--- src/rtl/inst_fetch.sv ---
// rtl/inst_fetch.sv - instruction fetch stage: PC sequencing, IR, skid buffer, branch/jump redirect
// One request outstanding at a time; redirects landing on an in-flight request drop its response.
module inst_fetch #(
  parameter logic [31:0] RESET_PC = 32'h0000_0000
) (
  input  logic        clk,
  input  logic        rst_n,
  input  logic        stall,
  input  logic        branch,
  input  logic [31:0] branch_ext,
  input  logic        jump,
  input  logic [25:0] jump_target,
  output logic        imem_req,
  output logic [31:0] imem_addr,
  input  logic        imem_ready,
  input  logic [31:0] imem_rdata,
  output logic [31:0] inst,
  output logic        inst_valid,
  output logic [31:0] pc_out
);

  typedef enum logic [1:0] {
    IDLE  = 2'd0,
    FETCH = 2'd1,
    FULL  = 2'd2
  } state_t;

  state_t      state;
  state_t      state_nxt;
  logic [31:0] faddr;
  logic [31:0] redir;
  logic [31:0] skid_data;
  logic [31:0] skid_pc;
  logic        skid_valid;
  logic        discard;
  logic [31:0] pc_inc;
  logic [31:0] target;
  logic        accept;
  logic        redirect;

  assign pc_inc   = pc_out + 32'd4;
  assign accept   = !inst_valid || !stall;
  assign redirect = inst_valid && !stall && (jump || branch);
  assign target   = jump ? {pc_inc[31:28], jump_target, 2'b00}
                         : pc_inc + (branch_ext << 2);

  always_ff @(posedge clk) begin
    if (!rst_n) begin
      state <= IDLE;
    end else begin
      state <= state_nxt;
    end
  end

  always_comb begin
    state_nxt = state;
    case (state)
      IDLE:  state_nxt = FETCH;
      FETCH: begin
        if (!redirect && imem_ready && !discard && !accept) begin
          state_nxt = FULL;
        end
      end
      FULL: begin
        if (!stall || !skid_valid) begin
          state_nxt = FETCH;
        end
      end
      default: state_nxt = IDLE;
    endcase
  end

  always_comb begin
    imem_req  = (state == FETCH);
    imem_addr = faddr;
  end

  always_ff @(posedge clk) begin
    if (!rst_n) begin
      faddr      <= RESET_PC;
      redir      <= 32'd0;
      inst       <= 32'd0;
      pc_out     <= 32'd0;
      inst_valid <= 1'b0;
      discard    <= 1'b0;
      skid_data  <= 32'd0;
      skid_pc    <= 32'd0;
      skid_valid <= 1'b0;
    end else begin
      case (state)
        FETCH: begin
          if (redirect) begin
            inst_valid <= 1'b0;
            skid_valid <= 1'b0;
            if (imem_ready) begin
              faddr <= target;
            end else begin
              // faddr must stay put until the in-flight response retires
              discard <= 1'b1;
              redir   <= target;
            end
          end else if (imem_ready && discard) begin
            faddr   <= redir;
            discard <= 1'b0;
          end else if (imem_ready && accept) begin
            inst       <= imem_rdata;
            pc_out     <= faddr;
            inst_valid <= 1'b1;
            faddr      <= faddr + 32'd4;
          end else if (imem_ready) begin
            skid_data  <= imem_rdata;
            skid_pc    <= faddr;
            skid_valid <= 1'b1;
            faddr      <= faddr + 32'd4;
          end else if (!stall) begin
            inst_valid <= 1'b0;
          end
        end
        FULL: begin
          if (redirect) begin
            inst_valid <= 1'b0;
            skid_valid <= 1'b0;
            faddr      <= target;
          end else if (!stall && skid_valid) begin
            inst       <= skid_data;
            pc_out     <= skid_pc;
            inst_valid <= 1'b1;
            skid_valid <= 1'b0;
          end
        end
        default: ;
      endcase
    end
  end

endmodule

--- config.mk ---
export PLATFORM = sky130hd
export DESIGN_NAME = inst_fetch
export DESIGN_NICKNAME = d
export VERILOG_FILES = /design/src/rtl/inst_fetch.sv
export SDC_FILE = /design/constraint.sdc
export NUM_CORES = 1
export LEC_CHECK = 0
export CORE_MARGIN = 2
export CORE_UTILIZATION = 25
export CTS_CLUSTER_SIZE = 14
export DETAILED_ROUTE_END_ITERATION = 8
export RECOVER_POWER = 100
export SYNTH_ARGS = -nofsm -noshare
export SYNTH_HDL_FRONTEND = slang
export SYNTH_SLANG_ARGS = --single-unit
--- constraint.sdc ---
create_clock -name clk -period 6.61 [get_ports clk]
set_input_delay 0.661 -clock clk [delete_from_list [all_inputs] [get_ports clk]]
set_output_delay 0.661 -clock clk [all_outputs]
set_load 0.03 [all_outputs]
==> results.json, run 1 <==
{
  "outcome": "finished, violations left",
  "violations": "max-capacitance violations, max-slew violations",
  "setup.reg_to_reg.worst_slack_ns": 1.48,
  "drc": 0,
  "postCtsSetupBuffers": 0,
  "cp.required_ns": 6.96,
  "instances_no_fill": 2151,
  "critPathMaxFanout": 90,
  "worst_skew_pair.late_latency_ns": 0.45,
  "design.die.area_sq_um": 46700,
  "drt_iter0_drc": 797,
  "synth_top_flop_cell": "dfxtp_1",
  "floorplan.io_pins": 194,
  "critical_path_class": "reg -> reg",
  "buffer_ports.inserted": 191,
  "drtAntennaViolNets": 0,
  "timing.max_slew.rel_slack_pct": -117,
  "async_reset_ff_share_pct": 0,
  "peakVddDrop_mv": 0.162,
  "track_usage_pct": 16.3,
  "report.final.setup_viol": 0,
  "postLayoutSetupSlackWorst_ns": 1.48,
  "hpwl_um": 27600,
  "fin_crit_ns": 5.13,
  "n_fill_cell": 4717,
  "num_rows": 77,
  "initial_core_util_pct": 25.4,
  "power_leakage_uw": 0.00511,
  "synth_warnings": 0,
  "rsz0062_at_grt": "false",
  "antenna_found_initial": 5,
  "tritoncts": "built",
  "switchingPower_uw": 1290,
  "crit_path_from": "state[0]",
  "number_of_global_route_vias_before_repair": 10300,
  "layout.nets": 1681,
  "area_added_between_synthesis_and_finish_pct": 25.6,
  "min_path_cells": 2,
  "viasPerCell": 4.94,
  "timing.clock.skew_ns": 0.0124,
  "seq_power_share_pct": 39.2,
  "wl_per_cell_um": 18.0,
  "gp_congestion": 0.889,
  "synth_commonest_cells": "nand2_1 (215), dfxtp_1 (197), nor2_1 (153), a21oi_1 (144), a211oi_1 (88)",
  "fin_crit_sh_pct": 77.6,
  "final.setup.tns_ns": 0,
  "synth.distinct_cells": 73,
  "min-delay-start": "skid_data[31]",
  "grt_max_degree": 91,
  "ys_seq_elements": 197,
  "detailroute.via_count": 10600,
  "globalRoute.totalOverflow": 0,
  "final_layout_size_suffix_gt1_share_pct": 3.79,
  "timing.hold.worst_endpoint": "skid_data[31]",
  "syn_avg_cell_area_sq_um": 7.88,
  "critical_path.startpoint_type": "register",
  "postSynthNetCount": 1563,
  "yosysSeqAreaShare_pct": 35.1,
  "h-tree-depth": 4,
  "fp.dieW_um": 216,
  "final-hold-violation-count": 0,
  "synth_top_cell_area_share_pct": 35.1,
  "synth-edff-count": 0,
  "core_area_sq_um": 44300,
  "drt_pre_antenna_iters": 7,
  "power.switching_fraction_pct": 36.6,
  "slew_viol_final": 128,
  "synth_area_leader_cell": "dfxtp_1",
  "p_per_area_nw_per_um2": 249,
  "cts_sinks": 197,
  "global_route_wire_length_before_repair_um": 59800,
  "netlist_area_sq_um": 11200,
  "die_height_um": 216,
  "worst_ep_arrival_time_ns": 5.49,
  "synthCells": 1427,
  "cts-hold-fix-buffers": 0,
  "clkTransAtPathRegs_ns": 0.08,
  "tritoncts.num_buffers": 17,
  "timing.max_cap.violations": 3,
  "hold_path.class": "reg -> reg",
  "achievable_clock_frequency_ghz": 0.195,
  "setup_ws_pre_cts_ns": 2.09,
  "fin_total_pwr_uw": 3510,
  "worst_slew_pin_slew_ns": 3.26,
  "clockRootBuffer": "clkbuf_16",
  "cts_resized": 0,
  "setup.worst_path.end_class": "register",
  "post-synth-top-count-cell": "nand2_1",
  "post_placement_cell_count": 2118,
  "combinationalPowerShare_pct": 30.2,
  "routed_wirelength_um": 38800,
  "cts_max_path_buffers": 2,
  "crit-reg2reg-launch": "state[0]",
  "fin_worst_hold_slack_ns": 0.454,
  "worst_r2r_path_depth": 7,
  "power.share.clock_pct": 30.6,
  "synth_area_leaders": "dfxtp_1 (35%), nand2_1 (7.2%), a21oi_1 (6.4%), mux2i_1 (6.1%), a211oi_1 (5.9%)",
  "regToRegEndpoint": "pc_out[17]",
  "cell_internal_power_uw": 2230
}
-- flip-flops by register name, indices dropped and copies added (netlist names) --
signal      flops
discard         1
imem_addr      32
inst           32
inst_valid      1
pc_out         32
redir          32
skid_data      32
skid_pc        32
skid_valid      1
state           2
-- critical path: stages (launching register included) --
cell	delay, ns
dfxtp_1	0.33
inv_1	0.09
ha_1	1.15
o21ai_0	0.20
a21oi_1	2.45
buf_12	0.37
nor2_1	0.08
a211oi_1	0.24
-- placed cells by master, fill, tap and decap left out, types with 16 or more instances in the layout --
cell type / count
nand3_1: 40
nand4_1: 19
clkbuf_16: 17
nor2_1: 152
and3_1: 16
dfxtp_1: 197
dlygate4sd3_1: 100
xnor2_1: 43
nor3_1: 23
a21oi_1: 145
nand2_1: 214
ha_1: 39
mux2i_1: 68
a21o_1: 17
xor2_1: 32
a211oi_1: 88
clkdlybuf4s50_1: 90
o21ai_0: 62
-- metal layers --
metal	track usage [%]	part of all wire (%)	wire, um
met5	0	0.13	49
met4	3.54	1.5	568
met3	4.59	7.3	2830
met2	25.8	44	17200
met1	22.0	47	18100
-- stage by stage --
| step | util [%] | area, sq um |
|---|---|---|
| after detailed placement | 30.7 | 13600 |
| after floorplan | - | 11200 |
| final | 31.9 | 14100 |
| after global routing | 31.9 | 14100 |
| after global placement | 30.7 | 13600 |
| after CTS | 32.0 | 14200 |
-- kinds of logic (layout without fill, tap and decap cells) --
| family | count (synthesis) | after routing | synth area share (%) |
|---|---|---|---|
| multiplexers | 70 | 70 | 6.25 |
| adder cells (fa/ha/maj) | 40 | 40 | 4.52 |
| XOR/XNOR | 75 | 75 | 5.84 |
| buffers and inverters | 118 | 249 | 4.44 |
| other | 0 | 1 | 0 |
| flip-flops | 197 | 197 | 35.1 |
| AO/OA/AOI/OAI | 415 | 415 | 23.7 |
| AND/OR/NAND/NOR | 512 | 512 | 20.2 |
-- area by class of cell --
| type | count | area (sq um) | area share (%) |
|---|---|---|---|
| clock buffers | 19 | 443 | 3.14 |
| multi-input cells | 1112 | 6790 | 48.0 |
| clock inverters | 13 | 158 | 1.12 |
| inverters | 14 | 55.1 | 0.390 |
| flip-flops and latches | 197 | 3940 | 27.9 |
| repair buffers | 203 | 2000 | 14.2 |
| diodes | 1 | 2.50 | 0.0177 |
| well taps | 592 | 741 | 5.24 |
-- worst max path at each step --
stage | to | slack [ns] | depth (start not counted)
after detailed placement | imem_addr[31] | 2.09 | 15
after global placement | imem_addr[31] | 2.19 | 15
after global routing | pc_out[20] | 0.88 | 7
after floorplan | imem_addr[30] | 2.80 | 17
after CTS | imem_addr[31] | 2.06 | 15
final | pc_out[17] | 1.48 | 7
-- power by group through the flow --
stage	clock [uW]	sequential [uW]	combinational, uW
after CTS	1110	1380	1100
after floorplan	0	1520	567
final	1070	1380	1060
after global placement	0	1410	1090
after detailed placement	0	1410	1090
after global routing	1150	1390	1160
(Power assumes the default switching activity.)
==> run 2, diff against run 1 <==
==> constraint.sdc (replaced) <==
create_clock -name clk -period 4.8 [get_ports clk]
set_input_delay 0.48 -clock clk [delete_from_list [all_inputs] [get_ports clk]]
set_output_delay 0.48 -clock clk [all_outputs]
set_load 0.03 [all_outputs]
==> run 2 against run 1 <==
Compared with the run above:
- the flow still finishes with violations (max-capacitance violations, max-slew violations)
- wire length up 1.3%
- worst hold slack better by 0.00071 ns
- global-route usage up 0.12 points
- combinational power up 40%
- sequential power up 38%
- flip-flop and latch count unchanged
- critical path depth up 7
- register-to-register slack worse by 1.0 ns
- maximum frequency up 18%
==> results.json, run 2 (synthesis results as in run 1) <==
{
  "fin_worst_hold_slack_ns": 0.455,
  "final.setup.tns_ns": 0,
  "routed_wirelength_um": 39300,
  "power_leakage_uw": 0.00516,
  "viasPerCell": 5.03,
  "postCtsSetupBuffers": 0,
  "timing.max_cap.violations": 1,
  "buffer_ports.inserted": 191,
  "clkTransAtPathRegs_ns": 0.08,
  "timing.critical_path.cells": "and4_1, nand4_1, nor4_4, nand3_1, xnor2_1, ha_1, nand2_1, nor3_1, nor3b_1, a21oi_1, o211ai_1, xnor2_1, nor2_1, o31a_1",
  "track_usage_pct": 16.4,
  "tritoncts": "built",
  "peakVddDrop_mv": 0.187,
  "grt_max_degree": 63,
  "tritoncts.num_buffers": 17,
  "antenna_found_initial": 6,
  "worst_ep_arrival_time_ns": 4.68,
  "drt_iter0_drc": 677,
  "use_met1_pct": 22.2,
  "layout.nets": 1692,
  "core_area_sq_um": 44300,
  "initial_core_util_pct": 25.4,
  "rsz0062_at_grt": "false",
  "timing.max_slew.rel_slack_pct": -30.1,
  "floorplan.io_pins": 194,
  "detailroute.via_count": 10900,
  "final_common_cell": "nand2_1",
  "post_placement_cell_count": 2129,
  "critPathMaxFanout": 8,
  "drt_pre_antenna_iters": 6,
  "critPathSlowestCell": "nor4_4",
  "critical_path.most_common_cell": "xnor2_1",
  "fp.dieW_um": 216,
  "report.final.setup_viol": 0,
  "global_route_wire_length_before_repair_um": 59800,
  "critical_path.max_stage_delay_ns": 0.61,
  "final-hold-violation-count": 0,
  "setup.worst_path.end_class": "register",
  "number_of_global_route_vias_before_repair": 10300,
  "finish.utilization_pct": 32.1,
  "critical_path_class": "reg -> reg",
  "cts-hold-fix-buffers": 0,
  "drtAntennaViolNets": 0,
  "violations": "max-capacitance violations, max-slew violations",
  "gr_util_met2_pct": 25.9,
  "gp_congestion": 0.884,
  "globalRoute.totalOverflow": 0,
  "gr-usage-met3_pct": 4.48,
  "instances_no_fill": 2163,
  "timing.clock.skew_ns": 0.0157,
  "h-tree-depth": 4,
  "mostFrequentLayoutCells": "nand2_1 (214), dfxtp_1 (197), nor2_1 (151), a21oi_1 (143), dlygate4sd3_1 (100)",
  "cp_num_buf_inv": 0,
  "cts_resized": 0,
  "cts_sinks": 197,
  "fin_crit_ns": 4.35,
  "area_added_between_synthesis_and_finish_pct": 26.6,
  "cts_max_path_buffers": 2,
  "worst_slew_pin_slew_ns": 1.94,
  "fin_total_pwr_uw": 4920,
  "fin_crit_sh_pct": 90.6,
  "hold_path.class": "reg -> reg",
  "final_layout_size_suffix_gt1_share_pct": 4.72,
  "slew_viol_final": 51,
  "drc": 0,
  "worst_skew_pair.late_latency_ns": 0.45,
  "die_height_um": 216,
  "critical_path.startpoint_type": "register",
  "critical-path-top-delay-family": "simple AND/OR/NAND/NOR gates",
  "p_per_area_nw_per_um2": 346,
  "design.die.area_sq_um": 46700,
  "wl_per_cell_um": 18.2,
  "cp.required_ns": 5.13,
  "setup.reg_to_reg.worst_slack_ns": 0.45,
  "hpwl_um": 28000,
  "outcome": "finished, violations left",
  "num_rows": 77,
  "clockRootBuffer": "clkbuf_16",
  "achievable_clock_frequency_ghz": 0.230,
  "grt-busiest-layer": "met2"
}
## run 2: cell types whose count changed in the layout (fill, tap and decap cells not counted), moves of 2 or more
cell        before  now
o21ai_0         62   66
a21oi_1        145  143
bufinv_16        1    3
o21ai_1          4    0
clkinvlp_4       0    2
clkinv_8         2    0
inv_6            5    3
nor2_2           0    2
buf_4            8   19
## run 2: stage by stage
stage / area [sq um] / setup WS (ns)
floorplan: 11200 / 0.986
global placement: 13700 / 0.528
detailed placement: 13700 / 0.495
CTS: 14300 / 0.459
global route: 14200 / 0.132
finish: 14200 / 0.452
## run 2: power by group
part	leakage (uW)	internal (uW)	total [uW]	switching, uW
Sequential	0.00160	1750	1900	150
Combinational	0.00326	561	1480	915
Clock	0.000299	863	1550	684
Total	0.00516	3170	4920	1750
## run 2: final cells by class
| class | instances | area (sq um) |
|---|---|---|
| inverters | 14 | 53.8 |
| diodes | 2 | 5.00 |
| clock buffers | 21 | 460 |
| clock inverters | 11 | 163 |
| fillers | 4677 | 30100 |
| well taps | 592 | 741 |
| multi-input cells | 1112 | 6810 |
| repair buffers | 214 | 2070 |
| flip-flops and latches | 197 | 3940 |
## run 2: layer usage
layer / wire length [um] / up-vias / part of all wire, %
li1: - / 5358 / -
met1: 18400 / 5175 / 47
met2: 17600 / 296 / 45
met3: 2730 / 41 / 7.0
met4: 528 / 8 / 1.3
met5: 59 / - / 0.15
## run 2: worst paths after layout
kind / start / depth (start not counted) / endpoint
worst min-delay path: skid_pc[23] / 2 / skid_pc[23]
worst min register to register: skid_pc[23] / 2 / skid_pc[23]
worst max-delay path: pc_out[13] / 14 / imem_addr[31]
worst max register to register: pc_out[13] / 14 / imem_addr[31]
## run 2: worst reg2reg max path: stages, from the launching register on
cell      delay (ns)
dfxtp_1         0.44
and4_1          0.31
nand4_1         0.31
nor4_4          0.61
nand3_1         0.16
xnor2_1         0.16
ha_1            0.46
nand2_1         0.18
nor3_1          0.19
nor3b_1         0.40
a21oi_1         0.10
o211ai_1        0.38
xnor2_1         0.18
nor2_1          0.06
o31a_1          0.29
==> run 3, diff against run 2 <==
--- a/config.mk
+++ b/config.mk
@@ -9,6 +9,7 @@
 export CORE_UTILIZATION = 25
 export CTS_CLUSTER_SIZE = 14
 export DETAILED_ROUTE_END_ITERATION = 8
+export PLACE_DENSITY_LB_ADDON = 0.05
 export RECOVER_POWER = 100
 export SYNTH_ARGS = -nofsm -noshare
 export SYNTH_HDL_FRONTEND = slang
==> run 3 against run 2 <==
Compared with the run above:
- the flow still finishes with violations (max-capacitance violations, max-slew violations)
- worst hold slack got worse by 0.0018 ns
- final cell count fell by 0.18%
- flip-flop and latch count did not move
- register-to-register slack got worse by 0.06 ns
- clock skew fell by 0.0082 ns
- combinational power barely moved
- utilization fell by 0.073 points
- wire length rose by 6.6%
- sequential share of layout area rose by 0.063 points
- power fell by 0.49%
- global-route usage rose by 1.4 points
- clock-buffer cell count fell by 2
==> results.json, run 3 (synthesis results as in run 1) <==
{
  "outcome": "finished, violations left",
  "violations": "max-capacitance violations, max-slew violations",
  "peakVddDrop_mv": 0.241,
  "final_layout_size_suffix_gt1_share_pct": 4.79,
  "power.switching_fraction_pct": 36.3,
  "n_fill_cell": 4795,
  "final_common_cell": "nand2_1",
  "drt_pre_antenna_iters": 4,
  "globalRoute.totalOverflow": 0,
  "drc": 0,
  "hpwl_um": 29400,
  "number_of_global_route_vias_before_repair": 10200,
  "hold_path.class": "reg -> reg",
  "antenna_found_initial": 2,
  "critical-path-top-delay-family": "compound AO/OA/AOI/OAI gates",
  "global_route_wire_length_before_repair_um": 63500,
  "die_height_um": 216,
  "combinationalPowerShare_pct": 30.6,
  "setup.worst_path.end_class": "register",
  "seq_power_share_pct": 38.8,
  "design.die.area_sq_um": 46700,
  "cp_num_buf_inv": 0,
  "drt_iter0_drc": 542,
  "detailroute.via_count": 10600,
  "track_usage_pct": 17.8,
  "antenna_cells": 0,
  "critPathMaxFanout": 6,
  "cp.required_ns": 5.15,
  "placed_area_sq_um": 13700,
  "regToRegEndpoint": "imem_addr[31]",
  "cts-hold-fix-buffers": 0,
  "tritoncts": "built",
  "fin_total_pwr_uw": 4900,
  "worst_r2r_path_depth": 14,
  "wl_per_cell_um": 19.4,
  "worst_slew_pin_slew_ns": 2.57,
  "rsz0062_at_grt": "false",
  "post-route-cell-area_sq_um": 14200,
  "use_met1_pct": 25.1,
  "critical_path.max_stage_delay_ns": 0.54,
  "power.share.clock_pct": 30.6,
  "setup.reg_to_reg.worst_slack_ns": 0.39,
  "report.final.setup_viol": 0,
  "p_per_area_nw_per_um2": 345,
  "timing.max_cap.violations": 5,
  "timing.max_slew.rel_slack_pct": -71.3,
  "cts_max_path_buffers": 2,
  "core_area_sq_um": 44300,
  "worst_skew_pair.late_latency_ns": 0.45,
  "num_rows": 77,
  "cell_internal_power_uw": 3120,
  "floorplan.io_pins": 194,
  "clkTransAtPathRegs_ns": 0.07,
  "cts_sinks": 197,
  "postCtsSetupBuffers": 0,
  "power_leakage_uw": 0.00515,
  "fp.dieW_um": 216,
  "switchingPower_uw": 1780,
  "layout.nets": 1690,
  "clockRootBuffer": "clkbuf_16",
  "area_added_between_synthesis_and_finish_pct": 26.3,
  "timing.hold.worst_endpoint": "skid_pc[2]",
  "final-hold-violation-count": 0,
  "fin_crit_sh_pct": 91.9,
  "critPathSlowestCell": "nor4_4",
  "min-delay-start": "skid_pc[2]",
  "routed_wirelength_um": 41900,
  "critical_path_class": "reg -> reg",
  "viasPerCell": 4.92,
  "crit-reg2reg-launch": "pc_out[2]",
  "min_path_cells": 2,
  "h-tree-depth": 4,
  "initial_core_util_pct": 25.4,
  "worst_ep_arrival_time_ns": 4.76,
  "timing.critical_path.cells": "ha_1, nand2_1, nor4_4, xor2_1, ha_1, a21o_1, a21o_1, a21oi_1, o21ai_0, a221oi_1, o211ai_2, xnor2_1, nor2_1, o31a_1",
  "cts_resized": 0,
  "buffer_ports.inserted": 191,
  "gp_congestion": 0.821,
  "final.setup.tns_ns": 0,
  "mostFrequentLayoutCells": "nand2_1 (215), dfxtp_1 (197), nor2_1 (151), a21oi_1 (144), dlygate4sd3_1 (99)",
  "tritoncts.num_buffers": 17,
  "slew_viol_final": 281,
  "instances_no_fill": 2159,
  "drtAntennaViolNets": 0,
  "achievable_clock_frequency_ghz": 0.227,
  "grt_max_degree": 125,
  "post_placement_cell_count": 2127,
  "grt-busiest-layer": "met2",
  "gr_util_met2_pct": 27.3,
  "timing.clock.skew_ns": 0.00749,
  "fin_crit_ns": 4.41,
  "critical_path.startpoint_type": "register",
  "gr-usage-met3_pct": 3.85
}
run 3: cell types whose count changed in the layout (fill, tap and decap cells not counted), moves of 2 or more:
cell	delta
o21ai_0	-2
clkinvlp_4	+2
clkinv_2	+2
inv_8	-2
clkbuf_1	-2
o21ai_1	+2
diode_2	-2
buf_4	-2
inv_6	+2
run 3: worst max-delay path by stage:
stage,start,cells after the start,endpoint
floorplan,pc_out[4],17,imem_addr[30]
global placement,pc_out[4],14,imem_addr[31]
detailed placement,pc_out[4],14,imem_addr[31]
CTS,pc_out[4],14,imem_addr[31]
global route,pc_out[13],14,imem_addr[31]
finish,pc_out[2],14,imem_addr[31]
run 3: final cells by class:
type	count	area, sq um	share of cell area (%)
well taps	592	741	5.21
inverters	14	56.3	0.396
clock buffers	19	453	3.19
flip-flops and latches	197	3940	27.8
multi-input cells	1112	6810	48.0
clock inverters	13	145	1.02
repair buffers	212	2050	14.5
run 3: worst min-delay path, stage by stage (launching register included):
cell and delay, ns:
dfxtp_1 0.31, nand2_1 0.05, a21oi_1 0.05
run 3: per-layer routing:
layer	part of all wire [%]	vias up	routed length [um]
met5	0.053	-	22
met4	1.5	4	614
met3	5.1	33	2130
met2	44	216	18400
met1	49	5016	20700
li1	-	5345	-
run 3: power groups by stage:
stage / Clock (uW) / Combinational [uW] / Sequential (uW)
after floorplan: 0 / 781 / 2090
after global placement: 0 / 1550 / 1940
after detailed placement: 0 / 1540 / 1950
after CTS: 1570 / 1550 / 1910
after global routing: 1620 / 1640 / 1920
final: 1500 / 1500 / 1900
run 3: stage by stage:
| stage | setup WS (ns) | util [%] | hold slack, ns |
|---|---|---|---|
| 6_report | 0.388 | 32.1 | 0.453 |
| 3_5_place_dp | 0.397 | 30.8 | 0.446 |
| 2_1_floorplan | 0.986 | - | 0.432 |
| 3_3_place_gp | 0.438 | 30.8 | 0.441 |
| 5_1_grt | 0.0488 | 32.1 | 0.473 |
| 4_1_cts | 0.364 | 32.2 | 0.457 |
